[src/rtl/sw_demux_reg.sv]
// sw_demux_reg: registered one-hot switch demultiplexer.
// Routes a W-bit word to one of CH channel registers.
// Also produces per-channel update pulses, the index of the last written
// channel and a saturating illegal-address counter.
// Optional build macro: SW_DEMUX_PRIORITY_EN. When it is defined, a multi-hot
// address goes to the lowest-numbered selected channel instead of channel 0.
module sw_demux_reg #(
  parameter int CH   = 5,
  parameter int W    = 4,
  parameter int ERRW = 8,
  parameter int SELW = 3
) (
  input  logic              clk,
  input  logic              rst,
  input  logic [CH-2:0]     adress,
  input  logic [W-1:0]      in,
  input  logic              wr_en,
  input  logic              clr,
  output logic [CH*W-1:0]   out_bus,
  output logic [CH-1:0]     upd,
  output logic [SELW-1:0]   sel_idx,
  output logic [ERRW-1:0]   err_cnt
);

  logic            w_zero;   // no address bit set
  logic            w_multi;  // two or more address bits set
  logic [SELW-1:0] w_low;    // channel of the lowest set address bit
  logic [SELW-1:0] w_tgt;    // channel that a write in this cycle lands on
  logic            w_accept; // a write is accepted at the next edge

  logic [SELW-1:0] r_sel;
  logic [ERRW-1:0] r_err;

  // Classify the address and locate its lowest set bit.
  always_comb begin
    w_zero  = (adress == '0);
    w_multi = !w_zero && ((adress & (adress - 1'b1)) != '0);
    w_low   = '0;
    for (int k = CH - 2; k >= 0; k--) begin
      if (adress[k]) begin
        w_low = SELW'(k + 1);
      end
    end
  end

  // Select the target channel for the current write.
`ifdef SW_DEMUX_PRIORITY_EN
  always_comb begin
    w_tgt = w_zero ? '0 : w_low;
  end
`else
  always_comb begin
    w_tgt = (w_zero || w_multi) ? '0 : w_low;
  end
`endif

  // Clear has priority over a write in the same cycle.
  assign w_accept = wr_en && !clr;

  // Per-channel data register and update pulse.
  generate
    for (genvar gi = 0; gi < CH; gi++) begin : g_ch
      logic [W-1:0] r_chan;
      logic         r_upd;
      logic         w_hit;

      assign w_hit = w_accept && (w_tgt == SELW'(gi));

      // Load on a hit, clear on clr, otherwise hold; pulse upd after a load.
      always_ff @(posedge clk) begin
        if (rst) begin
          r_chan <= '0;
          r_upd  <= 1'b0;
        end else if (clr) begin
          r_chan <= '0;
          r_upd  <= 1'b0;
        end else begin
          r_upd <= w_hit;
          if (w_hit) begin
            r_chan <= in;
          end
        end
      end

      assign out_bus[gi*W +: W] = r_chan;
      assign upd[gi]            = r_upd;
    end
  endgenerate

  // Track the last written channel and count multi-hot writes, saturating.
  always_ff @(posedge clk) begin
    if (rst) begin
      r_sel <= '0;
      r_err <= '0;
    end else if (w_accept) begin
      r_sel <= w_tgt;
      if (w_multi && (r_err != {ERRW{1'b1}})) begin
        r_err <= r_err + ERRW'(1);
      end
    end
  end

  assign sel_idx = r_sel;
  assign err_cnt = r_err;

endmodule

[config.mk]
export PLATFORM = sky130hd
export DESIGN_NAME = sw_demux_reg
export DESIGN_NICKNAME = d
export VERILOG_FILES = /design/src/rtl/sw_demux_reg.sv
export SDC_FILE = /design/constraint.sdc
export NUM_CORES = 1
export LEC_CHECK = 0
export ABC_AREA = 1
export CORE_AREA = 2 2 67 69
export CTS_CLUSTER_SIZE = 25
export DETAILED_ROUTE_END_ITERATION = 6
export DIE_AREA = 0 0 69 71
export GPL_TIMING_DRIVEN = 0
export PLACE_DENSITY_LB_ADDON = 0.05
export SYNTH_ARGS = -nofsm -noshare
export SYNTH_HDL_FRONTEND = slang
export SYNTH_SLANG_ARGS = --single-unit
[constraint.sdc]
create_clock -name clk -period 1.21 [get_ports clk]
set_input_delay 0.363 -clock clk [delete_from_list [all_inputs] [get_ports clk]]
set_output_delay 0.363 -clock clk [all_outputs]
set_load 0.1 [all_outputs]
==> impl_results.md <==
* Outcome: complete, but fails checks
* Failing checks: setup timing
* Final wirelength at 4409 um
* Relative slew slack at 0.7976
* Area grow syn2layout at 86.58%
* Worst setup SP type: register
* Max Slew Vio Count at 0
* Total congestion overflow at 0
* Internal at 1.810 mW
* Nets at 296
* Core Rows at 24
* Post-synth top flop: dfxtp_1
* EDFF count, synth at 0
* Setup slack, reg-to-reg at 0.03 ns
* Worst hold stages at 4
* Vias in the first global route at 1588
* Gate power share at 0.177
* Area share of the leading cell type in the synthesized netlist at 0.4630
* Post-CTS Hold Buffers at 0
* Detail Placement HPWL at 2743 um
* # H-tree levels at 2
* Clock share of power at 0.349
* CP Max Fanout at 6
* Syn Area/Cell at 7.377 um2
* Root buf cell: clkbuf_8
* Min-Delay Startpoint: clr
* CP delay by family, top: flip-flops
* Worst reg2reg path depth at 7
* Die height at 71 um
* Minimum clock period at 1.219 ns
* Net Sw Power at 740.9 uW
* Slowest CP cell: dfxtp_4
* Sw Ratio at 0.2905
* Crit path cell chain: buf_12
* WHS Endpoint: g_ch[3].r_chan[0]
* # diodes at 0
* F_max at 820.2 MHz
* Largest cells by area after synthesis: dfxtp_1 46%, nand2_1 8.7%, nor2_1 7.7%
* Static Leakage at 1.152 nW
* Total negative slack at -0.01683 ns
* Final Hold Viols at 0
* Type of the most critical hold path: in -> reg
* Ys Warns at 0
* Cell Area, Synth at 1556 um2
* MaxCap Viol Count at 0
* Synth cell count leaders: 36 x dfxtp_1, 36 x nand2_1, 32 x nor2_1, 22 x o21ai_0, 19 x inv_1
* Final Cycle Share at 1.008
* First-pass GRT wire length at 7307 um
* Worst Skew at 0.003203 ns
* Sequential Power Share at 0.474
* Crit path kind: reg -> out
* Clock Latency Late Sink at 0.29 ns
* Worst R2R End: err_cnt[2]
* # setup viols final at 3
* Delay of the slowest critical-path stage at 0.39 ns
* Starting density of the core at 0.3702
* Drt drc at 0
* RSZ-0062 raised after global routing: true
* # IOs at 48
* Vias per cell at ~4.8
* Die Wd at 69 um
* CTS buffer count at 5
* Slew @ Worst Pin at 0.3026 ns
* CTS tree: built
* Port Buffers at 47
* CTS clk-pin slew, worst paths at 0.07 ns
* Cell count after synthesis at 211
* Pin count of the biggest net entering global routing at 12
* Bufs and invs on worst path at 1
* # clock sinks at 36
* Clock buffer depth at 2
* Placeable Area at 4204 um2
* Syn_nets at around 220
* Post-route ant nets at 0
* Cell Pwr Density at 878.3 nW/um2
* Sequential fraction of the synthesis area at 0.4630
* Fraction of registers with async set/reset at 0
* R2r startpoint: err_cnt[0]
* Crit end category: primary output
* Synth cell types at 24
* Drt wl/cell at 13.12 um
* Worst EP arrival at 0.86 ns
* Setup WS pre-CTS at -0.6946 ns
* Fraction of layout cells with a size suffix above 1 at 0.5176
* GRT Overall Usage at 0.1834
* Area leader, netlist: dfxtp_1
* GPL Wtd Cong at 0.8050
* CP required at 0.85 ns
* Worst Slack Setup Final at -0.009163 ns
* Die area at 4899 um2
* Peak supply drop at 705.4 uV
* Post-synthesis sequential element count at 36
* Initial drt markers at 34
* Vias at 1611
* Initial antenna violation count at 0
* Drt pass-1 iters at 4
-- worst min-delay path, stage by stage --
cell and delay (ns):
clkbuf_2 0.14, nor2_4 0.07, o21ai_0 0.07, nor2_1 0.04
-- per-layer routing --
| layer | global-route usage | routed length (um) | vias to the layer above |
|---|---|---|---|
| li1 | - | - | 825 |
| met3 | 0.05271 | 177 | 7 |
| met2 | 0.3184 | 2306 | 30 |
| met5 | 0 | 0 | - |
| met4 | 0.05664 | 69 | 0 |
| met1 | 0.2203 | 1856 | 749 |
-- cell type report --
cell class	count	area, um2
clock buffer	6	82.58
inverter	20	77.57
fill	339	1300
tap	52	65.06
buffer	4	41.29
timing repair buffer	69	988.4
multi-input combinational	147	853.3
sequential	36	785.8
clock inverter	2	10.01
-- power by group through the flow --
stage / Combinational [mW] / Sequential (mW) / Clock (mW)
final: 0.452 / 1.21 / 0.889
after detailed placement: 0.343 / 1.23 / 0
after floorplan: 0.119 / 1.34 / 0
after global routing: 0.478 / 1.21 / 0.971
after CTS: 0.419 / 1.21 / 0.921
after global placement: 0.343 / 1.23 / 0
-- cells in the final DEF, fill, tap and decap left out, types with 5 or more instances in the layout --
cell type   n
buf_12     36
nand2_1    33
dfxtp_2    28
nor2_1     26
buf_4      22
o21ai_0    17
a21oi_1    16
inv_1      13
nor3_1      8
dfxtp_4     8
nor2_4      7
inv_2       6
nand3_1     6
o21ai_1     6
clkbuf_8    6
nand2_4     5
-- logic make-up (layout without fill, tap and decap cells) --
family                   Yosys count  after routing  synth area share
adder cells (fa/ha/maj)            1              1          0.008037
XOR/XNOR                           3              3           0.01688
AND/OR/NAND/NOR                  100            101            0.2878
AO/OA/AOI/OAI                     42             42            0.1391
flip-flops                        36             36            0.4630
buffers and inverters             29            101           0.08520
-- how the worst max path moves through the flow --
stage | start | end | slack [ns] | cells past startpoint
after floorplan | err_cnt[1] | err_cnt[2] | -0.11 | 7
after global placement | clr | g_ch[1].r_chan[3] | -0.70 | 5
after detailed placement | clr | g_ch[2].r_chan[2] | -0.69 | 5
after CTS | g_ch[4].r_upd | upd[4] | -0.04 | 2
after global routing | err_cnt[1] | err_cnt[5] | -0.05 | 6
final | err_cnt[6] | err_cnt[6] | -0.009 | 1
-- metrics by stage --
step / hold WS [ns] / std cells / power [mW] / utilization / area [um2]
final: 0.4227 / 336 / 2.551 / 0.6908 / 2904
after global routing: 0.4551 / 336 / 2.659 / 0.6908 / 2904
after CTS: 0.4664 / 332 / 2.547 / 0.6488 / 2728
after detailed placement: 0.4329 / 310 / 1.573 / 0.5199 / 2186
after global placement: 0.4281 / 310 / 1.573 / 0.5199 / 2186
after floorplan: 0.4978 / 211 / 1.457 / - / 1650
-- timing repair --
item / 4_1_cts / 5_1_grt
pin swaps: 14 / 17
resized for setup: 346 / 50
cloned: 1 / 0
setup endpoints to repair: 72 / 61
endpoints found under the hold margin: 0 / 0
buffers inserted: 17 / 5
-- sequential cells by signal, summed over array words and instances, names as in the netlist --
signal / cells
err_cnt: 8
g_ch.r_chan: 20
sel_idx: 3
g_ch.r_upd: 5
No activity file was read; power rests on OpenSTA's default activity.
